===== config.mk =====
export PLATFORM = sky130hd
export DESIGN_NAME = mem_arbiter
export DESIGN_NICKNAME = d
export VERILOG_FILES = /design/src/rtl/mem_arbiter.sv
export SDC_FILE = /design/constraint.sdc
export NUM_CORES = 1
export LEC_CHECK = 0
export ABC_CLOCK_PERIOD_IN_PS = 6140
export CORE_AREA = 3 3 268 270
export DETAILED_ROUTE_END_ITERATION = 10
export DIE_AREA = 0 0 271 273
export PLACE_DENSITY = 0.49
export SYNTH_ARGS = -nofsm -noshare
export SYNTH_HDL_FRONTEND = slang
export SYNTH_SLANG_ARGS = --single-unit

===== constraint.sdc =====
create_clock -name clk -period 6.14 [get_ports clk]
set_clock_uncertainty 0.2 [all_clocks]
set_input_delay 1.535 -clock clk [delete_from_list [all_inputs] [get_ports clk]]
set_output_delay 1.535 -clock clk [all_outputs]
set_load 0.005 [all_outputs]

===== src/rtl/mem_arbiter.sv =====
// mem_arbiter
// Shares the single physical memory port between the instruction-fetch
// requester (i_*) and the data requester (d_*). A request seen in IDLE is
// granted and latched. The latched transaction drives pmem_* until pmem_resp.
// The completion is then routed back, in the same cycle, to the owning side.
//
// Ports:
//   clk, rst                 clock, asynchronous active-high reset
//   i_read, i_address        instruction read request (held until i_resp)
//   i_resp, i_rdata          instruction completion pulse and data
//   d_read, d_write,         data read/write request (held until d_resp);
//   d_address, d_wdata       read+write together is treated as a write
//   d_resp, d_rdata          data completion pulse and data
//   pmem_read, pmem_write,   physical memory strobes, address and write line
//   pmem_address, pmem_wdata
//   pmem_resp, pmem_rdata    physical memory completion pulse and read line
//   arb_busy                 high whenever a transaction is being served
//
// Build option:
//   ARB_RR_EN  defined   -> a tie goes to the side that was not granted last
//              undefined -> fixed priority; the data side always wins a tie
module mem_arbiter #(
  parameter int ADDR_W = 16,
  parameter int LINE_W = 128
) (
  input  logic              clk,
  input  logic              rst,
  input  logic              i_read,
  input  logic [ADDR_W-1:0] i_address,
  output logic              i_resp,
  output logic [LINE_W-1:0] i_rdata,
  input  logic              d_read,
  input  logic              d_write,
  input  logic [ADDR_W-1:0] d_address,
  input  logic [LINE_W-1:0] d_wdata,
  output logic              d_resp,
  output logic [LINE_W-1:0] d_rdata,
  output logic              pmem_read,
  output logic              pmem_write,
  output logic [ADDR_W-1:0] pmem_address,
  output logic [LINE_W-1:0] pmem_wdata,
  input  logic              pmem_resp,
  input  logic [LINE_W-1:0] pmem_rdata,
  output logic              arb_busy
);

  typedef enum logic [1:0] {
    IDLE    = 2'd0,
    SERVE_I = 2'd1,
    SERVE_D = 2'd2
  } state_t;

  state_t            r_state, w_state_next;
  logic [ADDR_W-1:0] r_addr, w_addr_next;
  logic [LINE_W-1:0] r_wdata, w_wdata_next;
  logic              r_op_wr, w_op_wr_next;
  // 1 = data side was granted last; reset value favours I on the first tie.
  logic              r_last_d, w_last_d_next;

  logic w_d_req;
  logic w_grant_d;

  assign w_d_req = d_read | d_write;

`ifdef ARB_RR_EN
  // On a tie the data side wins only if instruction side was served last.
  assign w_grant_d = w_d_req & (~i_read | ~r_last_d);
`else
  assign w_grant_d = w_d_req;
`endif

  always_ff @(posedge clk or posedge rst) begin
    if (rst) begin
      r_state  <= IDLE;
      r_addr   <= '0;
      r_wdata  <= '0;
      r_op_wr  <= 1'b0;
      r_last_d <= 1'b1;
    end else begin
      r_state  <= w_state_next;
      r_addr   <= w_addr_next;
      r_wdata  <= w_wdata_next;
      r_op_wr  <= w_op_wr_next;
      r_last_d <= w_last_d_next;
    end
  end

  always_comb begin
    w_state_next  = r_state;
    w_addr_next   = r_addr;
    w_wdata_next  = r_wdata;
    w_op_wr_next  = r_op_wr;
    w_last_d_next = r_last_d;
    i_resp        = 1'b0;
    i_rdata       = '0;
    d_resp        = 1'b0;
    d_rdata       = '0;
    pmem_read     = 1'b0;
    pmem_write    = 1'b0;
    pmem_address  = '0;
    pmem_wdata    = '0;

    case (r_state)
      IDLE: begin
        if (w_d_req | i_read) begin
          w_state_next = w_grant_d ? SERVE_D : SERVE_I;
          w_addr_next  = w_grant_d ? d_address : i_address;
          // Write data is captured only for writes so reads present zero.
          w_op_wr_next = w_grant_d & d_write;
          w_wdata_next = (w_grant_d & d_write) ? d_wdata : '0;
        end
      end
      SERVE_I, SERVE_D: begin
        // Everything comes from the latched copy, so a requester changing
        // its inputs mid-transaction cannot disturb the memory.
        pmem_read    = ~r_op_wr;
        pmem_write   = r_op_wr;
        pmem_address = r_addr;
        pmem_wdata   = r_op_wr ? r_wdata : '0;
        if (pmem_resp) begin
          w_state_next = IDLE;
          if (r_state == SERVE_D) begin
            d_resp        = 1'b1;
            d_rdata       = pmem_rdata;
            w_last_d_next = 1'b1;
          end else begin
            i_resp        = 1'b1;
            i_rdata       = pmem_rdata;
            w_last_d_next = 1'b0;
          end
        end
      end
      default: w_state_next = IDLE;
    endcase
  end

  assign arb_busy = (r_state != IDLE);

endmodule


# --- Word-level counts from Yosys, hierarchy flattened ---
# Index checks and enable logic that the tools add are counted.
word_totals:
  regBits: 147
  latchBits: 0
  mem_bits_rw: 0
  romBits: 0
  in_bits: 294
  output_inout_bits: 405
  elab_cells: 40
  mem_count: 0
op_classes:
  n_addsub: 0
  mul: 0
  div_mod_pow: 0
  order_cmp: 0
  n_eq_ne: 4
  shifts: 0
  muxes: 23
  bitwise: 4
  n_reduce_logical: 5
op_table:
  columns: ["op", "count"]
  rows:
  - ["128-bit 2-to-1 mux", 9]
  - ["16-bit 2-to-1 mux", 2]
  - ["1-bit 2-to-1 mux", 8]
  - ["2-bit 2-to-1 mux", 3]
  - ["2-bit inequality test, second input constant", 2]
  - ["2-bit one-hot mux with 2 select lines", 1]
  - ["2-bit AND reduction", 2]
  - ["2-bit by 1-bit equality test with 1-bit output, second input constant", 1]
  - ["2-bit equality test, second input constant", 1]
  - ["2-bit logical NOT", 1]
  - ["1-bit bitwise OR", 2]
  - ["2-bit nonzero test", 1]
  - ["2-bit OR reduction", 1]
  - ["1-bit AND", 1]
  - ["1-bit inverter", 1]

# --- Longest topological paths before layout ---
logic_depth:
  ltp_word: 4
  depth_mapped: 8
  ltp_nobuf: 5

# --- Worst setup path before layout ---
# OpenSTA, ideal clock, no wires.
synth_path:
  path_type: "input -> output"
  start: "input port pmem_resp"
  end: "output port d_rdata[100]"
  t_arrival_ns: 2.309
  t_required_ns: 4.405
  slack_ns: 2.096
  stages: 4
  n_path_buf: 2
  cell_sequence: "and3_1 clkbuf_1 clkbuf_1 and2_1"
synth_via:
  elab_chain_cells: 2
synth_rtl:
  columns: ["element", "line", "text"]
  rows:
  - ["start: declaration", "42", "input logic pmem_resp,"]
  - ["128-bit 2-to-1 mux", "120", "if (pmem_resp) begin"]
  - ["128-bit 2-to-1 mux", "103", "case (r_state)"]
  - ["end: declaration", "37", "output logic [LINE_W-1:0] d_rdata,"]
# Every way passes these cells.

# --- Worst setup path after layout ---
layout_path:
  start: "input port pmem_resp"
  end: "output port i_rdata[59]"
layout_via:
  elab_chain_cells: 2
layout_rtl:
  columns: ["element", "line", "text"]
  rows:
  - ["128-bit 2-to-1 mux", "120", null]
  - ["128-bit 2-to-1 mux", "103", null]
  - ["end: declaration", "31", "output logic [LINE_W-1:0] i_rdata,"]
# Every way passes these cells.

==> flow_summary.json <==
{
  "status": "finished, final reports clean",
  "path_clk_slew_ns": 0.07,
  "finalSetupViolations": 0,
  "yosysWarnings": 0,
  "cts_made_buffers": 17,
  "vdd_drop_max_v": 0.000393,
  "die_x_microns": 271,
  "synth_fp_nets": 1406,
  "arrival_ns": 3.71,
  "fin_crit_ns": 5.45,
  "drv_cap": 0,
  "nets": 2028,
  "portBuffers": 698,
  "cts-root-buf": "clkbuf_16",
  "ys_seq_elements": 147,
  "worstPathMaxFanout": 68,
  "num_rows": 97,
  "viasPerCell": 3.85,
  "tritoncts": "built",
  "syn_to_final_growth_pct": 98.4,
  "p_leak_nw": 7.59,
  "top_usage_layer": "met2",
  "cpMostUsedCell": "clkdlybuf4s50_1",
  "tightest_slew_ns": 1.31,
  "grt_pass1_vias": 10600,
  "most-common-layout-cells": "clkdlybuf4s50_1, nand2_1, and2_1, dfrtp_1",
  "antenna_left": 0,
  "cts_max_level": 4,
  "whs_ns": 0.258,
  "use_met2_pct": 30.7,
  "slew_viol_final": 0,
  "path_class": "in -> out",
  "grt_pass1_wl_mm": 86.0,
  "grt_usage_pct": 16.7,
  "syn_inst": 1109,
  "required_ns": 4.41,
  "rsz0062_at_grt": "false",
  "use_met1_pct": 17.4,
  "dr.pass1.iters": 5,
  "drcViolationCount": 0,
  "start_kind": "input pin",
  "hold_viol_final": 0,
  "endpoint_kind": "output port",
  "die_h_microns": 273,
  "layout_commonest_cell": "clkdlybuf4s50_1",
  "grt.overflow.total": 0,
  "power.density_nw_per_um2": 363,
  "clock.fmax_mhz": 184,
  "hp-class": "reg -> reg",
  "cts_setup_buffers": 0,
  "cts_resized": 0,
  "clk_latency_ns": 0.47,
  "place_hpwl_mm": 51.9,
  "drive_above_1_share_pct": 3.27,
  "p_total_w": 0.00625,
  "io_pins": 699,
  "start_util_pct": 12.4,
  "synth_area_sq_um": 8670,
  "gp_congestion": 0.898,
  "fillerInstances": 7547,
  "coreArea_sq_um": 69800,
  "use_met3_pct": 5.09,
  "fin_crit_sh_pct": 88.7,
  "clkSinkCount": 147,
  "antenna_found_initial": 46,
  "syn_area_per_cell_sq_um": 7.82,
  "wl_mm": 64.2,
  "tns_ns": 0,
  "detail_route.wl_per_cell_microns": 23.8,
  "drt_iter0_markers": 532,
  "synth-seq-area-share_pct": 42.4,
  "cp_slowest_stage_delay_ns": 0.59,
  "die_area_sq_um": 74000,
  "hold_buffers": 0,
  "slew_headroom_pct": 12.6,
  "grt_max_degree": 148,
  "crit_slowest_cell": "clkdlybuf4s50_1",
  "synth_cell_types": 21,
  "cts_buffer_depth": 2,
  "num_vias": 10400,
  "path_cells": "clkdlybuf4s50_1 > nand2_1 > nor2_4 > buf_4 > and2_1 > clkdlybuf4s50_1"
}
## kinds of logic (layout without fill, tap and decap cells)
group,after synthesis,count (layout),share of synthesized area [%]
and+or+nand+nor,812,812,48.8
muxes,16,16,1.85
buffers and inverters,110,745,5.01
DFF,147,147,42.4
adders and majority gates,3,3,0.433
AOI/OAI and AO/OA,21,21,1.46
other,0,12,0
## stage by stage
stage	worst slack, ns	utilization [%]	std cells	instance area, sq um
after floorplan	0.454	-	1109	8670
after global placement	0.588	23.8	2652	16600
after detailed placement	0.636	23.8	2652	16600
after CTS	0.628	24.6	2684	17200
after global routing	0.546	24.6	2692	17200
final	0.691	24.6	2696	17200
## state kept, by name, summed over array words and instances, names as in the netlist
name / cells
r_wdata: 128
r_state: 2
r_addr: 16
r_op_wr: 1
## worst paths after layout
| kind | from | end | slack, ns | cells after the start |
|---|---|---|---|---|
| worst min-delay path | r_wdata[78] | r_wdata[78] | 0.26 | 2 |
| worst min register to register | r_wdata[78] | r_wdata[78] | 0.26 | 2 |
| min in group asynchronous | rst | r_wdata[55] | 1.47 | 3 |
| max in group asynchronous | rst | r_op_wr | 3.53 | 3 |
| worst max register to register | r_state[1] | r_wdata[78] | 3.39 | 5 |
| worst max-delay path | pmem_resp | i_rdata[59] | 0.69 | 6 |
## layer usage
metal / share of wire, % / vias up
met3: 7.4 / 118
met5: 0.072 / -
li1: - / 4807
met2: 52 / 532
met1: 36 / 4928
met4: 4.7 / 8
## synth_stat cells
cell,n,area (sq um)
nand2_1,276,1040
and2_1,274,1710
dfrtp_1,147,3680
and3_1,129,807
nand3_1,128,641
clkbuf_1,87,327
mux2i_1,16,160
o21ai_0,16,80.1
buf_2,14,70.1
buf_1,4,15.0
inv_1,4,15.0
ha_1,3,37.5
a21oi_1,2,10.0
nor2b_1,2,12.5
a22o_1,1,8.76
buf_4,1,7.51
nand2b_1,1,6.26
nor2_1,1,3.75
nor2_4,1,11.3
o22ai_1,1,6.26
o31ai_4,1,21.3
## area by class of cell
type	instances	area, sq um	share of cell area (%)
inverter	4	20.0	0.116
multi-input combinational	852	4580	26.6
clock buffer	18	429	2.49
clock inverter	14	121	0.706
sequential	147	3680	21.4
tap	940	1180	6.84
timing repair buffer	709	7160	41.6
antenna	12	30.0	0.175
## report_power, final
part	total [W]	switching (W)	internal (W)
clock	0.00103	0.000499	0.000527
sequential	0.00168	0.000315	0.00136
combinational	0.00354	0.00180	0.00174
total	0.00625	0.00262	0.00363
## worst max-delay path, delay by kind of cell
kind	cells	cell delay, ns
buffers and inverters	3	1.62
and+or+nand+nor	3	0.53
Power figures use the tool's default switching activity.
==> patch (same flow settings) <==
Change the parameter `LINE_W` from 128 to 136.
--- a/src/rtl/mem_arbiter.sv
+++ b/src/rtl/mem_arbiter.sv
@@ -23,3 +23,3 @@
   parameter int ADDR_W = 16,
-  parameter int LINE_W = 128
+  parameter int LINE_W = 136
 ) (
Ports: changed (5 resized); port bits go from 699 to 739. No check against the original RTL was run, so the function may have changed too.
==> patch against the unedited design <==
Routed wire length is 6.2% lower; cell count grew 3.5%; count of clock-buffer cells in the layout down 1; final area increased by 5.0%; total power increased by 4.5%; sequential cell count is 8 higher; area after synthesis up 5.9%; worst setup slack got worse by 0.072 ns; critical path type unchanged.
==> patch: results <==
set metrics [dict create \
    status "completed" \
    dr_total_vias 10800 \
    met3_length_mm 6.06 \
    final_core_util_pct 25.9 \
    gp_congestion 0.892 \
    num_antenna_cells 6 \
    seqCellArea_sq_mm 0.00388 \
    timing.rr.start "r_state[0]" \
    dr_wl_met2_mm 29.9 \
    synth.area.top_cells "dfrtp_1 42%, and2_1 20%, nand2_1 12%, and3_1 9.3%, nand3_1 7.4%" \
    yosysSeqAreaShare_pct 42.3 \
    buf_share_pct 41.9 \
    synthDistinctLibCells 20 \
    clkLatencyLatePin_ns 0.49 \
    multi_input_area_share_pct 26.8 \
    fin_nets 2144 \
    postSynthAreaPerCell_sq_um 7.83 \
    worstPathArrival_ns 3.79 \
    multi_input_gates 900 \
    cts_buffer_depth 2 \
    holdPathEnd "r_wdata[133]" \
    p_leak_nw 8.01 \
    p_sw_w 0.00271 \
    p_comb_share_pct 56.8 \
    relSlewSlack_pct 25.8 \
    reg2reg_depth 6 \
    synth.net_count 1485 \
    grt_pass1_wl_mm 84.1 \
    grt_max_degree 156 \
    drt_iter0_drc 515 \
    antenna_found_initial 28 \
    min_from "r_wdata[133]" \
    top_layer_used "met5" \
    clock_area_share_pct 3.15 \
    wl_per_cell_um 21.6 \
    ir_drop_mv 0.313 \
    post_dp_cell_area_sq_mm 0.0175 \
    met1Wirelength_mm 23.5 \
    port_buffers 738 \
    synth_common_cells "292 x nand2_1, 290 x and2_1, 155 x dfrtp_1" \
    reg2reg_to "r_wdata[21]" \
    critPathMaxFanout 74 \
    nFillCells 7559 \
    final_cells 2790 \
    cts_sinks 155 \
    slowest_stage "nor2_4" \
    dpl.hpwl_mm 48.1 \
    globalRouteTotalUtil_pct 15.6 \
    hold_slack_ns 0.261 \
    r2r_slack_ns 3.24 \
    slowest_delay_ns 0.57 \
    layout-drive-gt1-share_pct 2.98 \
    seq_power_share_pct 26.7 \
]
-- patch: cell count changes after synthesis --
| cell | delta |
|---|---|
| clkbuf_1 | +5 |
| dfrtp_1 | +8 |
| nand2_1 | +16 |
| buf_2 | -5 |
| nand3_1 | +8 |
| buf_4 | +11 |
| buf_1 | -4 |
| and3_1 | +8 |
| and2_1 | +16 |
-- patch: metrics by stage --
step	setup WS, ns	total power, W
2_1_floorplan	0.227	0.00334
3_3_place_gp	0.594	0.00551
3_5_place_dp	0.572	0.00554
4_1_cts	0.527	0.00668
5_1_grt	0.424	0.00703
6_report	0.619	0.00652
-- patch: worst max path at each step --
stage / from / slack [ns] / cells after the start / end
2_1_floorplan: rst / 0.23 / 1 / r_addr[0]
3_3_place_gp: pmem_resp / 0.59 / 6 / i_rdata[6]
3_5_place_dp: pmem_resp / 0.57 / 6 / i_rdata[95]
4_1_cts: pmem_resp / 0.53 / 6 / i_rdata[4]
5_1_grt: pmem_resp / 0.42 / 6 / i_rdata[73]
6_report: pmem_resp / 0.62 / 6 / i_rdata[64]
-- patch: worst min-delay path: cells and delay by family, from the launching register on --
kind,cells,cell delay [ns]
flip-flops,1,0.34
AND/OR/NAND/NOR,2,0.09
-- patch: kinds of logic (layout without fill, tap and decap cells) --
family,Yosys count,in the layout,synth area share [%]
adders and majority gates,3,3,0.409
other,0,6,0
muxes,16,16,1.74
and+or+nand+nor,860,860,48.8
AOI/OAI and AO/OA,21,21,1.38
DFF,155,155,42.3
buffers and inverters,117,789,5.40
-- patch: routing by layer --
metal	vias to the layer above	track usage, %
met5	-	0
met4	12	2.98
met3	60	7.36
met2	470	27.4
met1	5146	17.3
li1	5077	-
